$ cat src/rtl/mel_log_if.sv
// Streaming handshake between the mel filterbank, the log2 converter and the DCT.
// The master drives energies in and consumes log values; the slave is mel_log.
interface mel_log_if #(
  parameter int ENERGY_WIDTH = 32,
  parameter int OUT_WIDTH    = 8,
  parameter int NF_LOG2      = 6
);
  logic                        in_valid_i;
  logic [ENERGY_WIDTH-1:0]     energy_i;
  logic                        in_ready_o;
  logic                        out_valid_o;
  logic signed [OUT_WIDTH-1:0] log_o;
  logic [NF_LOG2-1:0]          ptr_o;
  logic                        start_o;

  modport master (
    output in_valid_i, energy_i,
    input  in_ready_o, out_valid_o, log_o, ptr_o, start_o
  );

  modport slave (
    input  in_valid_i, energy_i,
    output in_ready_o, out_valid_o, log_o, ptr_o, start_o
  );
endinterface

$ cat src/rtl/mel_log.sv
// Fixed-point log2 of mel filter energies by leading-zero normalisation, one bit per cycle.
// Define MEL_LOG_ROUND_EN to round the fraction to nearest (saturating) instead of truncating.
module mel_log #(
  parameter int NUM_FILTERS  = 40,
  parameter int ENERGY_WIDTH = 32,
  parameter int FRAC_BITS    = 3,
  parameter int OUT_WIDTH    = $clog2(ENERGY_WIDTH) + FRAC_BITS,
  parameter int NF_LOG2      = $clog2(NUM_FILTERS)
) (
  input  logic     clk,
  input  logic     rst,
  mel_log_if.slave bus
);

  localparam int                     CNT_W     = $clog2(ENERGY_WIDTH);
  localparam logic [OUT_WIDTH-1:0]   MSB_TOP   = OUT_WIDTH'(ENERGY_WIDTH - 1);
  localparam logic [OUT_WIDTH-1:0]   BIAS      = {1'b1, {(OUT_WIDTH-1){1'b0}}};
  localparam logic [NF_LOG2-1:0]     LAST_FILT = NF_LOG2'(NUM_FILTERS - 1);

  typedef enum logic [1:0] {IDLE, NORM, EMIT} state_e;

  state_e                  state_q, state_d;
  logic [ENERGY_WIDTH-1:0] x_q;
  logic [CNT_W-1:0]        shift_q;
  logic                    zero_q;
  logic                    hold_q;
  logic [NF_LOG2-1:0]      filt_q;
  logic                    valid_q;
  logic                    start_q;
  logic [OUT_WIDTH-1:0]    log_q, log_d;
  logic [NF_LOG2-1:0]      ptr_q;

  logic in_ready;
  logic accept;
  logic emit;
  logic x_msb;

  assign x_msb = x_q[ENERGY_WIDTH-1];

  // ---------------------------------------------------------------- state register
  // NOTE: sequential state uses <= so every flop samples pre-edge values together.
  always_ff @(posedge clk) begin
    if (rst) state_q <= IDLE;
    else     state_q <= state_d;
  end

  // ---------------------------------------------------------------- next state
  // NOTE: state_d defaults to state_q first so every path assigns it; no latch.
  always_comb begin
    state_d = state_q;
    unique case (state_q)
      IDLE: if (bus.in_valid_i) state_d = (bus.energy_i == '0) ? EMIT : NORM;
      NORM: if (x_msb)          state_d = EMIT;
      EMIT: if (!hold_q)        state_d = IDLE;
      default:                  state_d = IDLE;
    endcase
  end

  // ---------------------------------------------------------------- state outputs
  always_comb begin
    in_ready = (state_q == IDLE);
    accept   = in_ready && bus.in_valid_i;
    emit     = (state_q == EMIT) && !hold_q;
  end

  // ---------------------------------------------------------------- normaliser
  // NOTE: these datapath flops are left unreset; acceptance always loads them before use.
  always_ff @(posedge clk) begin
    if (accept) begin
      x_q     <= bus.energy_i;
      shift_q <= '0;
      zero_q  <= (bus.energy_i == '0);
      hold_q  <= (bus.energy_i == '0);
    end else begin
      if (state_q == NORM && !x_msb) begin
        x_q     <= x_q << 1;
        shift_q <= shift_q + CNT_W'(1);
      end
      // A zero energy spends one pad cycle in EMIT so it lines up with an
      // already-normalised energy (both strobe two cycles after acceptance).
      if (state_q == EMIT) hold_q <= 1'b0;
    end
  end

  // ---------------------------------------------------------------- log code
  logic [OUT_WIDTH-1:0] msb_pos;
  logic [FRAC_BITS-1:0] frac;
  logic [OUT_WIDTH-1:0] code_trunc;
  logic [OUT_WIDTH-1:0] code;
`ifdef MEL_LOG_ROUND_EN
  logic [OUT_WIDTH:0]   code_sum;
`endif

  always_comb begin
    msb_pos    = MSB_TOP - OUT_WIDTH'(shift_q);
    frac       = x_q[ENERGY_WIDTH-2 -: FRAC_BITS];
    code_trunc = (msb_pos << FRAC_BITS) + OUT_WIDTH'(frac);
`ifdef MEL_LOG_ROUND_EN
    // Round half up on the first dropped bit; a carry out of the code saturates.
    code_sum = {1'b0, code_trunc} + (OUT_WIDTH+1)'(x_q[ENERGY_WIDTH-2-FRAC_BITS]);
    code     = code_sum[OUT_WIDTH] ? '1 : code_sum[OUT_WIDTH-1:0];
`else
    code     = code_trunc;
`endif
    if (zero_q) code = '0;
    log_d = code - BIAS;
  end

  // ---------------------------------------------------------------- output registers
  always_ff @(posedge clk) begin
    if (rst) begin
      filt_q  <= '0;
      valid_q <= 1'b0;
      start_q <= 1'b0;
      log_q   <= '0;
      ptr_q   <= '0;
    end else begin
      valid_q <= emit;
      // The frame is complete once the last filter's strobe has gone out.
      start_q <= valid_q && (ptr_q == LAST_FILT);
      if (emit) begin
        log_q  <= log_d;
        ptr_q  <= filt_q;
        filt_q <= (filt_q == LAST_FILT) ? '0 : filt_q + NF_LOG2'(1);
      end
    end
  end

  assign bus.in_ready_o  = in_ready;
  assign bus.out_valid_o = valid_q;
  assign bus.log_o       = $signed(log_q);
  assign bus.ptr_o       = ptr_q;
  assign bus.start_o     = start_q;

endmodule
$ cat src/flat_wrapper.sv
// flat-port wrapper written by rule: the top's interface ports become plain ports
module mel_log_flat 
#(
  parameter int NUM_FILTERS  = 40,
  parameter int ENERGY_WIDTH = 32,
  parameter int FRAC_BITS    = 3,
  parameter int OUT_WIDTH    = $clog2(ENERGY_WIDTH) + FRAC_BITS,
  parameter int NF_LOG2      = $clog2(NUM_FILTERS)
)
  (clk, rst, bus_in_valid_i, bus_energy_i, bus_in_ready_o, bus_out_valid_o, bus_log_o, bus_ptr_o, bus_start_o);
  mel_log_if #(.ENERGY_WIDTH(ENERGY_WIDTH), .OUT_WIDTH(OUT_WIDTH), .NF_LOG2(NF_LOG2)) bus_i ();
  input  logic clk;
  input  logic rst;
  input wire logic [$bits(bus_i.in_valid_i)-1:0] bus_in_valid_i;
  input wire logic [$bits(bus_i.energy_i)-1:0] bus_energy_i;
  output wire logic [$bits(bus_i.in_ready_o)-1:0] bus_in_ready_o;
  output wire logic [$bits(bus_i.out_valid_o)-1:0] bus_out_valid_o;
  output wire logic [$bits(bus_i.log_o)-1:0] bus_log_o;
  output wire logic [$bits(bus_i.ptr_o)-1:0] bus_ptr_o;
  output wire logic [$bits(bus_i.start_o)-1:0] bus_start_o;
  assign bus_i.in_valid_i = bus_in_valid_i;
  assign bus_i.energy_i = bus_energy_i;
  assign bus_in_ready_o = bus_i.in_ready_o;
  assign bus_out_valid_o = bus_i.out_valid_o;
  assign bus_log_o = bus_i.log_o;
  assign bus_ptr_o = bus_i.ptr_o;
  assign bus_start_o = bus_i.start_o;
  mel_log #(.NUM_FILTERS(NUM_FILTERS), .ENERGY_WIDTH(ENERGY_WIDTH), .FRAC_BITS(FRAC_BITS), .OUT_WIDTH(OUT_WIDTH), .NF_LOG2(NF_LOG2)) u_core (.clk(clk), .rst(rst), .bus(bus_i));
endmodule
$ cat config.mk
export PLATFORM = sky130hd
export DESIGN_NAME = mel_log_flat
export DESIGN_NICKNAME = d
export VERILOG_FILES = /design/src/rtl/mel_log_if.sv /design/src/rtl/mel_log.sv /design/src/flat_wrapper.sv
export SDC_FILE = /design/constraint.sdc
export NUM_CORES = 1
export LEC_CHECK = 0
export ABC_AREA = 1
export CORE_UTILIZATION = 47
export DETAILED_ROUTE_END_ITERATION = 8
export PLACE_DENSITY = 0.76
export SLEW_MARGIN = 30
export SYNTH_ARGS = -nofsm -noshare
export SYNTH_HDL_FRONTEND = slang
export SYNTH_SLANG_ARGS = --single-unit
$ cat constraint.sdc
create_clock -name clk -period 1.9 [get_ports clk]
set_clock_uncertainty 0.1 [all_clocks]
set_input_delay 0.38 -clock clk [delete_from_list [all_inputs] [get_ports clk]]
set_output_delay 0.38 -clock clk [all_outputs]
set_load 0.05 [all_outputs]
==> impl_metrics.env <==
export IMPL_port_buffers=51
export IMPL_status="completed"
export IMPL_grt_start_max_net_pins=25
export IMPL_worst_path_dominant_cell_family="flip-flops"
export IMPL_cellPowerDensity_nw_per_um2=1362
export IMPL_design_power_total_mw=4.890
export IMPL_synth_yosys_seq_area_share=0.5753
export IMPL_grt_usage=0.1983
export IMPL_cts_post_setup_buffers_inserted=0
export IMPL_post_cts_resized=0
export IMPL_layout_cells_non_filler=460
export IMPL_fill_cells=520
export IMPL_cp_start_kind="flip-flop"
export IMPL_worstPathMaxFanout=3
export IMPL_clk_root_buffer_cell="sky130_fd_sc_hd__clkbuf_8"
export IMPL_drt_iter0_drc=76
export IMPL_worst_slew_margin_relative_to_its_limit=0.8341
export IMPL_core_region_area_sq_um=5608
export IMPL_tightest_slew_ns=0.2489
export IMPL_timing_fmax_mhz=655.2
export IMPL_globalplace_congestion=0.7766
export IMPL_setup_violations=0
export IMPL_max_clock_path_buffers=2
export IMPL_fin_tns_setup_ns=0
export IMPL_area_growth_syn_to_fin_pct=28.94
export IMPL_path_clk_slew_ns=0.07
export IMPL_critical_path_cell_chain="nor2_4 > buf_4"
export IMPL_cts_tree="built"
export IMPL_avgViaCountPerCell=4.857
export IMPL_antennaDiodeCount=0
export IMPL_delay_of_the_slowest_cell_on_the_worst_path_ns=0.35
export IMPL_initial_core_util=0.4964
export IMPL_overflow=0
export IMPL_die_area_sq_um=6235
export IMPL_p_leak_nw=1.502
export IMPL_synth_fp_nets=357
export IMPL_detail_route_first_pass_iterations=4
export IMPL_std_cell_rows=27
export IMPL_die_height_um=78.96
export IMPL_synth_seq_cells=63
export IMPL_syn_area_per_cell_sq_um=8.700
export IMPL_kind_of_end_point_of_the_critical_path="output pin"
export IMPL_synth_yosys_warnings=0
export IMPL_rsz0062_at_grt="no"
export IMPL_post_route_cells_drive_above_1_share=0.1624
export IMPL_min_delay_path_class="flip-flop to flip-flop"
export IMPL_tritoncts_num_buffers=9
export IMPL_grt_first_pass_wirelength_mm=9.390
export IMPL_cts_sinks=63
export IMPL_vdd_drop_max_mv=0.6599
export IMPL_detailed_place_hpwl_mm=4.014
export IMPL_num_io_pins=52
export IMPL_cts_hold_buffers_added=0
export IMPL_finalCritPeriodShare=0.8033
export IMPL_post_drt_wl_per_cell_um=11.80
export IMPL_synth_area_sq_um=2784
export IMPL_crit_required_ns=1.42
export IMPL_die_wd_um=78.96
export IMPL_route_vias_total=2234
export IMPL_finalHoldViolations=0
export IMPL_start_to_end_type_of_the_worst_setup_path="flip-flop to output pin"
export IMPL_grt_antenna_before_repair=0
export IMPL_critPathBufInv=1
export IMPL_layout_nets=420
export IMPL_clock_latency_on_the_worst_skew_pair_ns=0.33
export IMPL_worst_ep_arrival_ns=1.05
export IMPL_drtAntennaViolNets=0
export IMPL_critPathSlowestCell="sky130_fd_sc_hd__dfxtp_1"
export IMPL_maxSlewViolCount=0
export IMPL_drc=0
export IMPL_post_route_util=0.6401
export IMPL_netlist_instances=320
export IMPL_max_cap_viol_count=0
export IMPL_htree_num_levels=3
export IMPL_route_final_wire_length_mm=5.430
export IMPL_final_min_clock_period_ns=1.526
export IMPL_synth_distinct_cells=25
export IMPL_count_of_placed_standard_cells_including_taps=444
export IMPL_first_global_vias=2153
worst reg2reg max path, stage by stage (launching register included):
cell	delay [ns]
sky130_fd_sc_hd__dfxtp_1	0.35
sky130_fd_sc_hd__inv_2	0.11
sky130_fd_sc_hd__nand2_4	0.08
sky130_fd_sc_hd__nor2_8	0.23
sky130_fd_sc_hd__inv_4	0.14
sky130_fd_sc_hd__nor2_4	0.11
sky130_fd_sc_hd__inv_2	0.05
sky130_fd_sc_hd__o31ai_1	0.20
report_power, final:
part | total [mW] | internal (mW) | switching (mW)
sequential | 2.31 | 2.09 | 0.217
clock | 1.08 | 0.583 | 0.500
combinational | 1.50 | 0.535 | 0.961
cells in the mapped netlist:
master,n,area (sq um)
sky130_fd_sc_hd__inv_1,19,71.32
sky130_fd_sc_hd__nor2_1,34,127.6
sky130_fd_sc_hd__nand2_1,118,442.9
sky130_fd_sc_hd__a21oi_1,16,80.08
sky130_fd_sc_hd__nor2_8,1,20.02
sky130_fd_sc_hd__inv_4,1,6.260
sky130_fd_sc_hd__xnor2_1,1,8.760
sky130_fd_sc_hd__ha_1,2,25.02
sky130_fd_sc_hd__nor3_2,2,20.02
sky130_fd_sc_hd__nand3_2,2,20.02
sky130_fd_sc_hd__o21ai_0,11,55.05
sky130_fd_sc_hd__o21ai_1,3,15.01
sky130_fd_sc_hd__inv_2,4,15.01
sky130_fd_sc_hd__buf_2,7,35.03
sky130_fd_sc_hd__nand2_4,2,22.52
sky130_fd_sc_hd__nand4_1,2,12.51
sky130_fd_sc_hd__nand3_1,12,60.06
sky130_fd_sc_hd__buf_4,3,22.52
sky130_fd_sc_hd__nor3_1,3,15.01
sky130_fd_sc_hd__nor2_4,3,33.78
sky130_fd_sc_hd__a31oi_1,2,12.51
sky130_fd_sc_hd__o31ai_1,4,30.03
sky130_fd_sc_hd__edfxtp_1,34,1021
sky130_fd_sc_hd__dfxtp_1,29,580.6
sky130_fd_sc_hd__nor2_2,5,31.28
per-layer routing:
metal  GRT usage  share of wire  up-vias
met1      0.2420           0.44     1003
met2      0.3310           0.51       56
met4      0.1091          0.018        0
li1            -              -     1167
met3     0.03563          0.039        8
met5           0              0        -
path summary, 6_finish.rpt:
path	from	to	slack [ns]	cells past startpoint
max	u_core.state_q[0]	bus_in_ready_o	0.37	2
min	u_core.bus.log_o[1]	u_core.bus.log_o[1]	0.37	2
max reg2reg	u_core.state_q[0]	u_core.bus.log_o[3]	0.43	7
min reg2reg	u_core.bus.log_o[1]	u_core.bus.log_o[1]	0.37	2
layout by cell type (no fill, tap or decap), types with 3 or more instances in the layout:
cell and instances:
sky130_fd_sc_hd__a21oi_1 16, sky130_fd_sc_hd__buf_4 26, sky130_fd_sc_hd__clkbuf_8 10, sky130_fd_sc_hd__clkdlybuf4s50_1 34, sky130_fd_sc_hd__clkinv_2 3, sky130_fd_sc_hd__dfxtp_1 29
sky130_fd_sc_hd__edfxtp_1 34, sky130_fd_sc_hd__inv_1 19, sky130_fd_sc_hd__inv_2 4, sky130_fd_sc_hd__nand2_1 117, sky130_fd_sc_hd__nand2_4 3, sky130_fd_sc_hd__nand3_1 12
sky130_fd_sc_hd__nor2_1 34, sky130_fd_sc_hd__nor2_2 4, sky130_fd_sc_hd__nor2_4 4, sky130_fd_sc_hd__nor3_1 3, sky130_fd_sc_hd__o21ai_0 11, sky130_fd_sc_hd__o21ai_1 3
sky130_fd_sc_hd__o31ai_1 4
registers in the layout, summed over array words and instances (netlist names):
register and count:
u_core.bus.log_o 8, u_core.bus.out_valid_o 1, u_core.bus.ptr_o 6, u_core.bus.start_o 1, u_core.filt_q 6, u_core.hold_q 1, u_core.shift_q 5, u_core.state_q 2
u_core.x_q 32, u_core.zero_q 1
through the flow:
step                      hold slack (ns)  setup slack (ns)  cell area [sq um]
after global routing               0.3932            0.2667               3590
after floorplan                    0.3471            0.1076               2796
after global placement             0.3546           0.08204               3405
final                              0.3732            0.3736               3590
after detailed placement           0.3635           0.08574               3405
after CTS                          0.3728            0.3484               3590
kinds of logic after synthesis:
| logic type | share of synthesized area |
|---|---|
| and+or+nand+nor | 0.2894 |
| DFF | 0.5753 |
| AOI/OAI and AO/OA | 0.06921 |
| buffers and inverters | 0.05393 |
| adders and majority gates | 0.008987 |
| xor gates and xnor gates | 0.003147 |
layout make-up:
type	instances	area, sq um	share of cell area
Timing Repair Buffer	62	575.6	0.1603
Inverter	24	92.59	0.02579
Sequential cell	63	1602	0.4461
Clock inverter	3	15.01	0.004183
Tap cell	72	90.09	0.02510
Clock buffer	13	170.2	0.04740
Multi-Input combinational cell	223	1045	0.2910
(Power assumes the default switching activity.)
==> RTL change 1, RTL diff (same settings) <==
Encoding of `state_e`: now one-hot (3 bits for 3 states).
--- a/src/rtl/mel_log.sv
+++ b/src/rtl/mel_log.sv
@@ -17,7 +17,7 @@
   localparam logic [OUT_WIDTH-1:0]   BIAS      = {1'b1, {(OUT_WIDTH-1){1'b0}}};
   localparam logic [NF_LOG2-1:0]     LAST_FILT = NF_LOG2'(NUM_FILTERS - 1);
 
-  typedef enum logic [1:0] {IDLE, NORM, EMIT} state_e;
+  typedef enum logic [2:0] {IDLE = 3'b001, NORM = 3'b010, EMIT = 3'b100} state_e;
 
   state_e                  state_q, state_d;
   logic [ENERGY_WIDTH-1:0] x_q;
Behaviour: same outputs for any inputs over 10 cycles, from zero or initial values and one cycle with rst high; not proved beyond that.
==> RTL change 1 against the original RTL <==
- global-route usage fell by 0.14 points
- design area fell by 0.24%
- setup slack got worse by 0.14 ns
- routed wire length fell by 1.4%
- synthesized area fell by 0.72%
- sequential cell count rose by 1
- hold slack got worse by 0.023 ns
- critical path type is now register to register
- largest cell class unchanged
Power is not compared: it rests on default switching activity, and its combinational part moved more than twofold at a synthesized area within 25%.
==> RTL change 1: results (changes against the original RTL) <==
* Outcome: finished, final reports clean
* RR Startpoint: u_core.state_q[0]$_SDFFE_PP1P_
* RD Place Congestion at 0.7863 (+1.2%)
* PortBufs at 51 (unchanged)
* Post-cts resize count at 1 (+1)
* Post-Route Setup TNS at 0 ns (unchanged)
* Synth Area in Adders at 0.9054% (+0.0065 points)
* Vias in the first global route at 2,130 (-1.1%)
* Diodes inserted at 0 (unchanged)
* Top cells by count, synth: nand2_1 (125), edfxtp_1 (34), nor2_1 (31)
* Worst hold path type: register to register
* H-Tree Depth at 3 (unchanged)
* Compound-Gate Fraction of Synth Area at 7.515% (+0.59 points)
* Mapped Nets at 358 (+0.28%)
* Max reg flops at 32 (unchanged)
* Hold Path Cell Cnt at 2 (unchanged)
* Hold_sp: u_core.bus.out_valid_o$_SDFF_PP0_
* Placed Instances at 443 (-0.23%)
* DP HPWL at 3.859 mm (-3.9%)
* Final nets at 419 (-0.24%)
* Initial antenna violation count at 0 (unchanged)
* Fillers at 485 (-6.7%)
* EDFF count, synth at 34 (unchanged)
* First-pass GRT wire length at 9.204 mm (-2.0%)
* Critical path arrival at 1.67 ns (+0.62 ns)
* CTS buffer count at 9 (unchanged)
* Critical path class: register to register
* Count of final setup violators at 0 (unchanged)
* Worst Setup Slack post-DPL at 0.05086 ns (-0.03488 ns)
* Dpl cell area at 3382 µm² (-0.66%)
* Pre-Repair DR Iteration Count at 4 (unchanged)
* Synth warn at 0 (unchanged)
* Largest net degree at the start of global routing at 33 (+32%)
* Asr flop ratio synth at 0% (unchanged)
* Xor and xnor area share after synthesis at 0% (-0.31 points)
* Main synth FF type: edfxtp_1
* Max transition margin at 67.40% (-16 points)
* Post-synthesis mux area share at 0% (unchanged)
* Crit Path Max Fanout at 13 (+10)
* Iter 0 DRT Violations at 111 (+46%)
* Via density per instance at 4.935 (+1.6%)
* VDD IR max at 0.5356 mV
* Sequential share of the synthesized area at 58.67% (+1.1 points)
* Bufs on Longest Clock Path at 2 (unchanged)
* Synth top area cells: edfxtp_1 (37%), dfxtp_1 (22%), nand2_1 (17%)
* Syn Inst Count at 321 (+0.31%)
* Drt total wl at 5.354 mm (-1.4%)
* Clk slew on worst S/H paths at 0.07 ns (about the same)
* Worst-skew pair later-pin latency at 0.34 ns
* Most flop-heavy register: u_core.x_q
* FF-to-FF path depth at 8 (+1)
* Share of post-route cells with drive strength above 1 at 14.47% (-1.8 points)
* Total GRT Usage at 19.69% (-0.14 points)
* Synth cell types at 26 (+4.0%)
* Final Instance Count excl. Fillers at 459 (-0.22%)
## RTL change 1: changes by cell type in the layout (fill, tap and decap cells not counted), moves of 2 or more
cell      delta
o21ai_1      -3
nor2_4       -3
nor2_1       -3
nand3_1      +2
clkbuf_1     -2
nor2_2       -4
nand2_4      -3
nand2_2      +2
buf_4        -3
nand2_1      +7
o21ai_0      +2
nand3_2      -2
## RTL change 1: logic make-up after synthesis
| family | count (synthesis) |
|---|---|
| compound gates | 37 |
| simple gates | 184 |
| buf+inv | 34 |
| flops | 64 |
| fa+ha+maj | 2 |
## RTL change 1: critical path: stages, from the launching register on
cell and delay, ns:
dfxtp_2 0.34, inv_2 0.05, nor3_4 0.28, inv_2 0.09, nor2_4 0.16, inv_2 0.09
buf_4 0.19, nand2_1 0.09, nand2_1 0.05
## RTL change 1: worst paths after layout
kind | endpoint | slack (ns)
setup / recovery | u_core.x_q[14]$_DFFE_PP_ | 0.23
setup reg to reg | u_core.x_q[14]$_DFFE_PP_ | 0.23
hold / removal | u_core.bus.start_o$_SDFF_PP0_ | 0.35
hold reg to reg | u_core.bus.start_o$_SDFF_PP0_ | 0.35
## RTL change 1: metal layers
metal  GRT usage, %  wire, µm
met5              0         0
met4          9.630       111
met3          4.767       272
met2          31.83      2564
met1          24.53      2405
## RTL change 1: final cells by class
cell class	instances	area, µm²	share of cell area, %
clock buffers	12	176.4	4.927
clock inverters	4	23.77	0.6639
inverters	24	91.34	2.551
multi-input cells	223	1015	28.34
flip-flops and latches	64	1623	45.32
well taps	72	90.09	2.516
repair buffers	60	561.8	15.69
## RTL change 1: power breakdown
group / switching (mW) / internal, mW
sequential: 0.0401 / 1.61
clock: 0.512 / 0.620
combinational: 0.249 / 0.187
total: 0.802 / 2.42
==> RTL change 2, RTL diff (same flow settings) <==
Made on the original files. `NUM_FILTERS` is set to 40 in 2 places; all go to 60.
--- a/src/rtl/mel_log.sv
+++ b/src/rtl/mel_log.sv
@@ -1,7 +1,7 @@
 // Fixed-point log2 of mel filter energies by leading-zero normalisation, one bit per cycle.
 // Define MEL_LOG_ROUND_EN to round the fraction to nearest (saturating) instead of truncating.
 module mel_log #(
-  parameter int NUM_FILTERS  = 40,
+  parameter int NUM_FILTERS  = 60,
   parameter int ENERGY_WIDTH = 32,
   parameter int FRAC_BITS    = 3,
   parameter int OUT_WIDTH    = $clog2(ENERGY_WIDTH) + FRAC_BITS,
--- a/src/flat_wrapper.sv
+++ b/src/flat_wrapper.sv
@@ -1,7 +1,7 @@
 // flat-port wrapper written by rule: the top's interface ports become plain ports
 module mel_log_flat 
 #(
-  parameter int NUM_FILTERS  = 40,
+  parameter int NUM_FILTERS  = 60,
   parameter int ENERGY_WIDTH = 32,
   parameter int FRAC_BITS    = 3,
   parameter int OUT_WIDTH    = $clog2(ENERGY_WIDTH) + FRAC_BITS,
Function: no difference found for any inputs over 10 cycles, from zero or initial values and one cycle with rst high; that may be too few to reach the edited logic, so the function may still have changed.
==> RTL change 2 against the original RTL <==
- sequential cell count unchanged
- design area shrank 1.7%
- highest routed layer unchanged
- critical path type unchanged
- routed wire length grew 3.4%
- total power fell by 2.8%
- synthesized area down 1.4%
- first-iteration DRC count up 22%
- setup slack lost 0.10 ns
==> RTL change 2: results (changes against the original RTL) <==
* PD cells at 1346 nW/µm² (-1.2%)
* Total GRT Usage at 20.05% (+0.21 points)
* RR Startpoint: u_core.state_q[1]$_SDFFE_PP0P_
* R2R Setup Slk at 0.39 ns (-0.04 ns)
* Xor and xnor area share after synthesis at 0.3192% (+0.0046 points)
* Util after Layout at 63.32% (-0.69 points)
* Crit Path Max Fanout at 1 (-2)
* Placed Instances at 441 (-0.68%)
* RD Place Congestion at 0.7942 (+2.3%)
* Vias in the first global route at 2,077 (-3.5%)
* Top cells by count, synth: nand2_1 (121), edfxtp_1 (34), nor2_1 (32)
* Hold_sp: u_core.bus.ptr_o[0]$_SDFFE_PP0P_
* Sequential share of the synthesized area at 58.37% (+0.84 points)
* Post-cts resize count at 1 (+1)
* Slowest cell delay on critical path at 0.51 ns (+0.16 ns)
* Leakage at 1.504 nW (+0.15%)
* Iter 0 DRT Violations at 93 (+22%)
* Final min period at 1.629 ns (+0.1025 ns)
* Share of post-route cells with drive strength above 1 at 14.55% (-1.7 points)
* DP HPWL at 4.129 mm (+2.9%)
* Hold EP: u_core.bus.start_o$_SDFF_PP0_
* CP delay by family, top: buffers and inverters
* Slowest CP cell: dlygate4sd2_1
* Outcome: finished, final reports clean
* Internal power at 3.102 mW (-3.4%)
* Via count at 2,238 (+0.18%)
* Critical path arrival at 1.15 ns (+0.10 ns)
## RTL change 2: metal layers
layer  vias up  wire [µm]  track usage [%]
met5         -          0                0
met4         0         84            10.00
met3         7        241            3.488
met2        64       2661            32.37
met1      1005       2627            25.94
li1       1162          -                -
## RTL change 2: layout make-up
| class | instances | area share [%] |
|---|---|---|
| flip-flops and latches | 63 | 45.37 |
| multi-input cells | 221 | 28.64 |
| repair buffers | 61 | 16.48 |
| clock buffers | 10 | 3.616 |
| inverters | 24 | 2.552 |
| well taps | 72 | 2.552 |
| clock inverters | 6 | 0.7799 |
## RTL change 2: through the flow
step	hold slack (ns)	cell area (µm²)
2_1_floorplan	0.3471	2756
3_3_place_gp	0.3584	3376
3_5_place_dp	0.3589	3376
4_1_cts	0.3685	3530
5_1_grt	0.3912	3530
6_report	0.3683	3530
